[config.mk]
export PLATFORM = sky130hd
export DESIGN_NAME = ctrl_sequencer_flat
export DESIGN_NICKNAME = d
export VERILOG_FILES = /design/src/rtl/ctrl_seq_pkg.sv /design/src/rtl/ctrl_seq_if.sv /design/src/rtl/ctrl_seq_wdog.sv /design/src/rtl/ctrl_sequencer.sv /design/src/flat_wrapper.sv
export SDC_FILE = /design/constraint.sdc
export NUM_CORES = 1
export LEC_CHECK = 0
export CORE_ASPECT_RATIO = 0.7
export CORE_MARGIN = 8
export CORE_UTILIZATION = 31
export DETAILED_ROUTE_END_ITERATION = 8
export GPL_TIMING_DRIVEN = 0
export SLEW_MARGIN = 20
export SYNTH_ARGS = -nofsm -noshare
export SYNTH_HDL_FRONTEND = slang
export SYNTH_SLANG_ARGS = --single-unit
[constraint.sdc]
create_clock -name clk -period 4.45 [get_ports clk]
set_input_delay 1.1125 -clock clk [delete_from_list [all_inputs] [get_ports clk]]
set_output_delay 1.1125 -clock clk [all_outputs]
set_load 0.02 [all_outputs]
[src/rtl/ctrl_seq_pkg.sv]
// Shared types and constants for the instruction sequencer: state encoding
// and the instruction-register layout {op_ext1, op_ext0, opcode[4:0]}.
package ctrl_seq_pkg;
  localparam int IR_W        = 7;
  localparam int IR_OPC_LSB  = 0;
  localparam int IR_OPC_MSB  = 4;
  localparam int IR_EXT0_BIT = 5;
  localparam int IR_EXT1_BIT = 6;

  typedef enum logic [2:0] {
    S_IDLE, S_FETCH, S_DECODE, S_EXEC, S_MEM, S_WB, S_HALTED, S_ERROR
  } ctrl_seq_state_t;
endpackage

[src/rtl/ctrl_seq_if.sv]
// Sequencer-facing bundle: memory handshakes, decoder inputs, branch info and
// status. master = sequencer side, slave = memories/decoder/datapath side.
interface ctrl_seq_if #(parameter int PC_W = 16);
  logic                         start;
  logic                         imem_req;
  logic [PC_W-1:0]              imem_addr;
  logic                         imem_ack;
  logic [ctrl_seq_pkg::IR_W-1:0] imem_rdata;
  logic [ctrl_seq_pkg::IR_W-1:0] ir;
  logic                         dec_halt;
  logic                         dec_reg_write;
  logic                         dec_mem_write;
  logic                         dec_sel_wb;
  logic                         dec_jump;
  logic                         br_taken;
  logic [PC_W-1:0]              br_target;
  logic                         dmem_req;
  logic                         dmem_we;
  logic                         dmem_ack;
  logic                         rf_we;
  logic                         busy;
  logic                         halted;
  logic                         err;

  modport master (
    input  start, imem_ack, imem_rdata, dec_halt, dec_reg_write, dec_mem_write,
           dec_sel_wb, dec_jump, br_taken, br_target, dmem_ack,
    output imem_req, imem_addr, ir, dmem_req, dmem_we, rf_we, busy, halted, err
  );
  modport slave (
    output start, imem_ack, imem_rdata, dec_halt, dec_reg_write, dec_mem_write,
           dec_sel_wb, dec_jump, br_taken, br_target, dmem_ack,
    input  imem_req, imem_addr, ir, dmem_req, dmem_we, rf_we, busy, halted, err
  );
endinterface

[src/rtl/ctrl_seq_wdog.sv]
// Handshake watchdog: counts consecutive no-ack cycles of one FETCH/MEM visit
// and flags expiry on the 2^TO_W-1'th waiting cycle.
module ctrl_seq_wdog #(
  parameter int TO_W = 4
) (
  input  logic clk,
  input  logic rst_n,
  input  logic clr,
  input  logic inc,
  output logic expire
);
  // cnt holds the waits already taken, so the current cycle is wait cnt+1
  localparam logic [TO_W-1:0] LAST = {{(TO_W-1){1'b1}}, 1'b0};

  logic [TO_W-1:0] cnt;

  always_ff @(posedge clk or negedge rst_n) begin
    if (!rst_n)   cnt <= '0;
    else if (clr) cnt <= '0;
    else if (inc) cnt <= cnt + TO_W'(1);
  end

  assign expire = inc && (cnt == LAST);
endmodule

[src/rtl/ctrl_sequencer.sv]
// Multi-cycle FETCH/DECODE/EXEC/[MEM]/WB sequencer around the control decoder.
// Define CTRL_SEQ_TIMEOUT_EN to abort stalled handshakes into ERROR.
module ctrl_sequencer
  import ctrl_seq_pkg::*;
#(
  parameter int PC_W = 16,
  parameter int TO_W = 4
) (
  input logic        clk,
  input logic        rst_n,
  ctrl_seq_if.master bus
);
  ctrl_seq_state_t state, nxt;
  logic [PC_W-1:0] pc;
  logic [IR_W-1:0] ir_q;
  logic            imem_req_q, dmem_req_q, wb_q, busy_q, halted_q, err_q;
  logic            to_expire;

`ifdef CTRL_SEQ_TIMEOUT_EN
  logic wait_st;
  logic to_clr;
  assign wait_st = (state == S_FETCH && !bus.imem_ack) || (state == S_MEM && !bus.dmem_ack);
  assign to_clr  = !(state inside {S_FETCH, S_MEM});

  ctrl_seq_wdog #(.TO_W(TO_W)) u_wdog (
    .clk    (clk),
    .rst_n  (rst_n),
    .clr    (to_clr),
    .inc    (wait_st),
    .expire (to_expire)
  );
`else
  assign to_expire = 1'b0;
`endif

  // an ack always beats a simultaneous watchdog expiry
  always_comb begin
    nxt = state;
    unique case (state)
      S_IDLE, S_HALTED, S_ERROR: if (bus.start) nxt = S_FETCH;
      S_FETCH:  if (bus.imem_ack) nxt = S_DECODE;
                else if (to_expire) nxt = S_ERROR;
      S_DECODE: nxt = bus.dec_halt ? S_HALTED : S_EXEC;
      S_EXEC:   nxt = (bus.dec_mem_write || bus.dec_sel_wb) ? S_MEM : S_WB;
      S_MEM:    if (bus.dmem_ack) nxt = S_WB;
                else if (to_expire) nxt = S_ERROR;
      S_WB:     nxt = S_FETCH;
      default:  nxt = S_IDLE;
    endcase
  end

  always_ff @(posedge clk or negedge rst_n) begin
    if (!rst_n) begin
      state      <= S_IDLE;
      pc         <= '0;
      ir_q       <= '0;
      imem_req_q <= 1'b0;
      dmem_req_q <= 1'b0;
      wb_q       <= 1'b0;
      busy_q     <= 1'b0;
      halted_q   <= 1'b0;
      err_q      <= 1'b0;
    end else begin
      state      <= nxt;
      // status flags are registered copies of the next-state decode
      imem_req_q <= (nxt == S_FETCH);
      dmem_req_q <= (nxt == S_MEM);
      wb_q       <= (nxt == S_WB);
      busy_q     <= (nxt inside {S_FETCH, S_DECODE, S_EXEC, S_MEM, S_WB});
      halted_q   <= (nxt == S_HALTED);
      err_q      <= (nxt == S_ERROR);
      case (state)
        S_IDLE, S_HALTED, S_ERROR: if (bus.start) pc <= '0;
        S_FETCH: if (bus.imem_ack) ir_q <= bus.imem_rdata;
        S_WB:    pc <= (bus.br_taken || bus.dec_jump) ? bus.br_target : pc + PC_W'(1);
        default: ;
      endcase
    end
  end

  assign bus.imem_req  = imem_req_q;
  assign bus.imem_addr = pc;
  assign bus.ir        = ir_q;
  assign bus.dmem_req  = dmem_req_q;
  assign bus.dmem_we   = dmem_req_q && bus.dec_mem_write;
  assign bus.rf_we     = wb_q && bus.dec_reg_write;
  assign bus.busy      = busy_q;
  assign bus.halted    = halted_q;
  assign bus.err       = err_q;
endmodule

[src/flat_wrapper.sv]
// flat-port wrapper written by rule: the top's interface ports become plain ports
module ctrl_sequencer_flat import ctrl_seq_pkg::*;
#(
  parameter int PC_W = 16,
  parameter int TO_W = 4
)
  (clk, rst_n, bus_start, bus_imem_ack, bus_imem_rdata, bus_dec_halt, bus_dec_reg_write, bus_dec_mem_write, bus_dec_sel_wb, bus_dec_jump, bus_br_taken, bus_br_target, bus_dmem_ack, bus_imem_req, bus_imem_addr, bus_ir, bus_dmem_req, bus_dmem_we, bus_rf_we, bus_busy, bus_halted, bus_err);
  ctrl_seq_if #(.PC_W(PC_W)) bus_i ();
  input logic clk;
  input logic rst_n;
  input wire logic [$bits(bus_i.start)-1:0] bus_start;
  input wire logic [$bits(bus_i.imem_ack)-1:0] bus_imem_ack;
  input wire logic [$bits(bus_i.imem_rdata)-1:0] bus_imem_rdata;
  input wire logic [$bits(bus_i.dec_halt)-1:0] bus_dec_halt;
  input wire logic [$bits(bus_i.dec_reg_write)-1:0] bus_dec_reg_write;
  input wire logic [$bits(bus_i.dec_mem_write)-1:0] bus_dec_mem_write;
  input wire logic [$bits(bus_i.dec_sel_wb)-1:0] bus_dec_sel_wb;
  input wire logic [$bits(bus_i.dec_jump)-1:0] bus_dec_jump;
  input wire logic [$bits(bus_i.br_taken)-1:0] bus_br_taken;
  input wire logic [$bits(bus_i.br_target)-1:0] bus_br_target;
  input wire logic [$bits(bus_i.dmem_ack)-1:0] bus_dmem_ack;
  output wire logic [$bits(bus_i.imem_req)-1:0] bus_imem_req;
  output wire logic [$bits(bus_i.imem_addr)-1:0] bus_imem_addr;
  output wire logic [$bits(bus_i.ir)-1:0] bus_ir;
  output wire logic [$bits(bus_i.dmem_req)-1:0] bus_dmem_req;
  output wire logic [$bits(bus_i.dmem_we)-1:0] bus_dmem_we;
  output wire logic [$bits(bus_i.rf_we)-1:0] bus_rf_we;
  output wire logic [$bits(bus_i.busy)-1:0] bus_busy;
  output wire logic [$bits(bus_i.halted)-1:0] bus_halted;
  output wire logic [$bits(bus_i.err)-1:0] bus_err;
  assign bus_i.start = bus_start;
  assign bus_i.imem_ack = bus_imem_ack;
  assign bus_i.imem_rdata = bus_imem_rdata;
  assign bus_i.dec_halt = bus_dec_halt;
  assign bus_i.dec_reg_write = bus_dec_reg_write;
  assign bus_i.dec_mem_write = bus_dec_mem_write;
  assign bus_i.dec_sel_wb = bus_dec_sel_wb;
  assign bus_i.dec_jump = bus_dec_jump;
  assign bus_i.br_taken = bus_br_taken;
  assign bus_i.br_target = bus_br_target;
  assign bus_i.dmem_ack = bus_dmem_ack;
  assign bus_imem_req = bus_i.imem_req;
  assign bus_imem_addr = bus_i.imem_addr;
  assign bus_ir = bus_i.ir;
  assign bus_dmem_req = bus_i.dmem_req;
  assign bus_dmem_we = bus_i.dmem_we;
  assign bus_rf_we = bus_i.rf_we;
  assign bus_busy = bus_i.busy;
  assign bus_halted = bus_i.halted;
  assign bus_err = bus_i.err;
  ctrl_sequencer #(.PC_W(PC_W), .TO_W(TO_W)) u_core (.clk(clk), .rst_n(rst_n), .bus(bus_i));
endmodule
==> flow_metrics.py <==
metrics = {
    "final_layout": {
        "antennaDiodeCount": 0,
        "fin_util_pct": 46.2,
        "nNetsFinal": 282,
        "fill_cells": 542,
        "drive_above_1_share_pct": 13.3,
        "area_growth_pct": 47.1,
    },
    "worst_setup_path": {
        "path_common_cell": "clkdlybuf4s50_1",
        "setup.worst_path.end": "bus_dmem_we",
        "end_kind": "output pin",
        "rr_worst_depth": 5,
        "crit_start": "bus_dec_mem_write",
        "criticalPathCategory": "in2out",
        "critPathTopFamily": "buffers and inverters",
        "crit_path_start_kind": "input pin",
        "reg2reg_from": "u_core.bus.imem_addr[0]",
        "critPathSlowestCell": "clkdlybuf4s50_1",
        "r2r_end": "u_core.bus.imem_addr[14]",
        "cpPeakStageDelay_ns": 0.60,
        "path_cells": "clkdlybuf4s50_1 -> and2_1 -> clkdlybuf4s50_1",
        "path_buf_inv": 2,
        "path_max_fanout": 2,
        "cp.arrival_ns": 2.29,
        "r2r_slack_ns": 2.61,
        "cp.required_ns": 3.34,
        "crit_cells": 3,
    },
    "die": {
        "die-width_um": 106,
        "die_y_um": 79.1,
        "start_util_pct": 31.4,
        "io_pins": 64,
        "die-area_um2": 8390,
        "core-area_um2": 5610,
        "placementRows": 23,
    },
    "power_and_ir_drop": {
        "powerDensity_nw_per_um2": 625,
        "leakagePower_nw": 1.04,
        "peakVddDrop_v": 0.000249,
    },
    "placement": {
        "place.gp.congestion": 0.820,
        "preCtsSetupSlack_ns": 1.03,
        "portBuffers": 63,
        "dpl.hpwl_mm": 4.06,
    },
    "sta": {
        "tightest_slew_ns": 0.509,
        "maxSlewViolCount": 0,
        "layout_setup_ws_ns": 1.05,
        "max_freq_mhz": 294,
        "setup_viol": 0,
        "period_share_pct": 76.5,
        "finalClockSkew_ns": 0.0104,
        "hold_viol_final": 0,
        "relSlewSlack_pct": 66.1,
        "rsz0062_at_grt": "false",
        "setup_tns_ns": 0,
        "period_minus_slack_ns": 3.40,
    },
    "run_status": {
        "status": "completed",
    },
    "yosys": {
        "ys_top_cells_by_area": "dfrtp_1 (45%), o2bb2ai_1 (6.0%), mux2_2 (4.5%)",
        "ys.warnings.count": 0,
        "synth.distinct_cells": 43,
        "seq_area_frac_synth_pct": 45.5,
        "yosysTopAreaCell": "dfrtp_1",
        "synth.cell_area_um2": 1760,
        "syn-num-nets": 211,
        "yosysTopAreaCellShare_pct": 45.5,
        "synth_area_per_cell_um2": 10.0,
        "syn_inst": 176,
        "synth_seq_cells": 32,
    },
    "clocking": {
        "hold_buffers": 0,
        "clkLatencyLatePin_ns": 0.28,
        "post_cts_buffers": 0,
        "cts_buffers": 5,
        "cts_resized": 0,
        "cts.sinks": 32,
        "tritoncts": "yes",
        "ctsHtreeMaxLevel": 2,
        "clockRootBuffer": "clkbuf_8",
        "path_clk_slew_ns": 0.07,
        "cts_buffer_depth": 2,
    },
    "route": {
        "vias": 1696,
        "drt-pass1-iter-count": 4,
        "drt_iter0_markers": 126,
        "route.detailed.drc": 0,
        "wl_mm": 5.38,
        "routed_via_density": 5.25,
        "ant_nets": 0,
        "avgRoutedWirePerCell_um": 16.7,
    },
    "global_routing": {
        "grt_antenna_before_repair": 0,
        "grt_usage_pct": 13.1,
        "grt_pass1_vias": 1699,
        "grt_max_degree": 26,
        "grt_pass1_wl_mm": 8.92,
        "grt_overflow": 0,
    },
    "min_path": {
        "hold_path.class": "reg2reg",
    },
    "run": {
        "drv_cap": 0,
    },
}
==> flip-flops by register name, indices dropped and copies added (netlist names) <==
| name | flops |
|---|---|
| u_core.bus.imem_addr | 16 |
| u_core.bus.ir | 7 |
| u_core.state | 3 |
| u_core.bus.busy | 1 |
| u_core.bus.dmem_req | 1 |
| u_core.bus.err | 1 |
| u_core.bus.halted | 1 |
| u_core.bus.imem_req | 1 |
| u_core.wb_q | 1 |
==> report_power, final <==
group	switching [mW]	total, mW	internal, mW
clock	0.106	0.232	0.126
sequential	0.126	0.544	0.418
combinational	0.425	0.843	0.417
total	0.657	1.62	0.962
==> cell usage after synthesis (all sizes together) <==
library cell and count:
nand3b 1, a21oi 6, and3 5, a32oi 2
nand4 5, ha 1, nand3 4, a22oi 5
o21bai 1, clkbuf 3, xor2 1, a21o 1
nand2 10, or2 1, nor3 4, nor3b 3
a211o 2, a22o 3, nor2 17, mux2i 3
nor4 7, mux2 7, o31ai 2, nand2b 3
buf 11, a21boi 1, o2bb2ai 12, and2 2
or3b 1, and3b 1, or3 1, dfrtp 32
a221o 1, nor4bb 1, o22ai 11, inv 2
o21ai 3
==> layout make-up <==
class                      count  area, um2  share of cell area, %
inverter                       2       7.51                  0.290
multi-input combinational    128        878                   33.9
timing repair buffer          64        646                   24.9
buffer                        14       75.1                   2.90
tap                           75       93.8                   3.62
sequential                    32        801                   30.9
clock buffer                   8       90.1                   3.48
==> cells in the final DEF (no fill, tap or decap), types with 4 or more instances in the layout <==
cell type        netlist  final
a21oi_1                5      5
a22oi_1                5      5
and3_1                 5      5
buf_2                  9     10
clkbuf_1               3      5
clkbuf_8               0      6
clkdlybuf4s50_1        0     62
dfrtp_1               32     32
mux2_2                 7      7
nand2_1               10     10
nand4_1                5      5
nor2_1                16     16
nor3_1                 4      4
nor4_1                 5      5
o22ai_1               11     11
o2bb2ai_1             12     12
==> worst min-delay path by stage <==
stage,slack (ns),start,cells after the start,to
after floorplan,0.64,u_core.bus.ir[0],1,u_core.bus.ir[0]
after global placement,0.49,u_core.bus.ir[3],1,u_core.bus.ir[3]
after detailed placement,0.50,u_core.bus.ir[3],1,u_core.bus.ir[3]
after CTS,0.51,u_core.bus.ir[3],1,u_core.bus.ir[3]
after global routing,0.53,u_core.bus.ir[4],1,u_core.bus.ir[4]
final,0.51,u_core.bus.ir[3],1,u_core.bus.ir[3]
==> routing by layer <==
metal | vias up | part of all wire [%] | global-route usage (%)
met4 | 0 | 0.95 | 3.50
li1 | 813 | - | -
met1 | 818 | 49 | 19.4
met5 | - | 0 | 0
met2 | 60 | 43 | 18.2
met3 | 5 | 7.1 | 3.48
==> metrics by stage <==
step	hold WS, ns	total power [mW]	instance area (um2)	instances
after global placement	0.489	1.38	2490	314
after detailed placement	0.495	1.40	2500	315
after CTS	0.512	1.63	2590	323
final	0.507	1.62	2590	323
after global routing	0.533	1.74	2590	323
after floorplan	0.636	1.02	1760	176
==> kinds of logic after synthesis <==
group | after synthesis | synth area share, %
AOI/OAI and AO/OA | 50 | 21.4
xor gates and xnor gates | 1 | 0.497
adders and majority gates | 1 | 0.710
buffers and inverters | 16 | 4.69
DFF | 32 | 45.5
muxes | 10 | 6.18
and+or+nand+nor | 66 | 21.1
No activity file was read; power rests on OpenSTA's default activity.
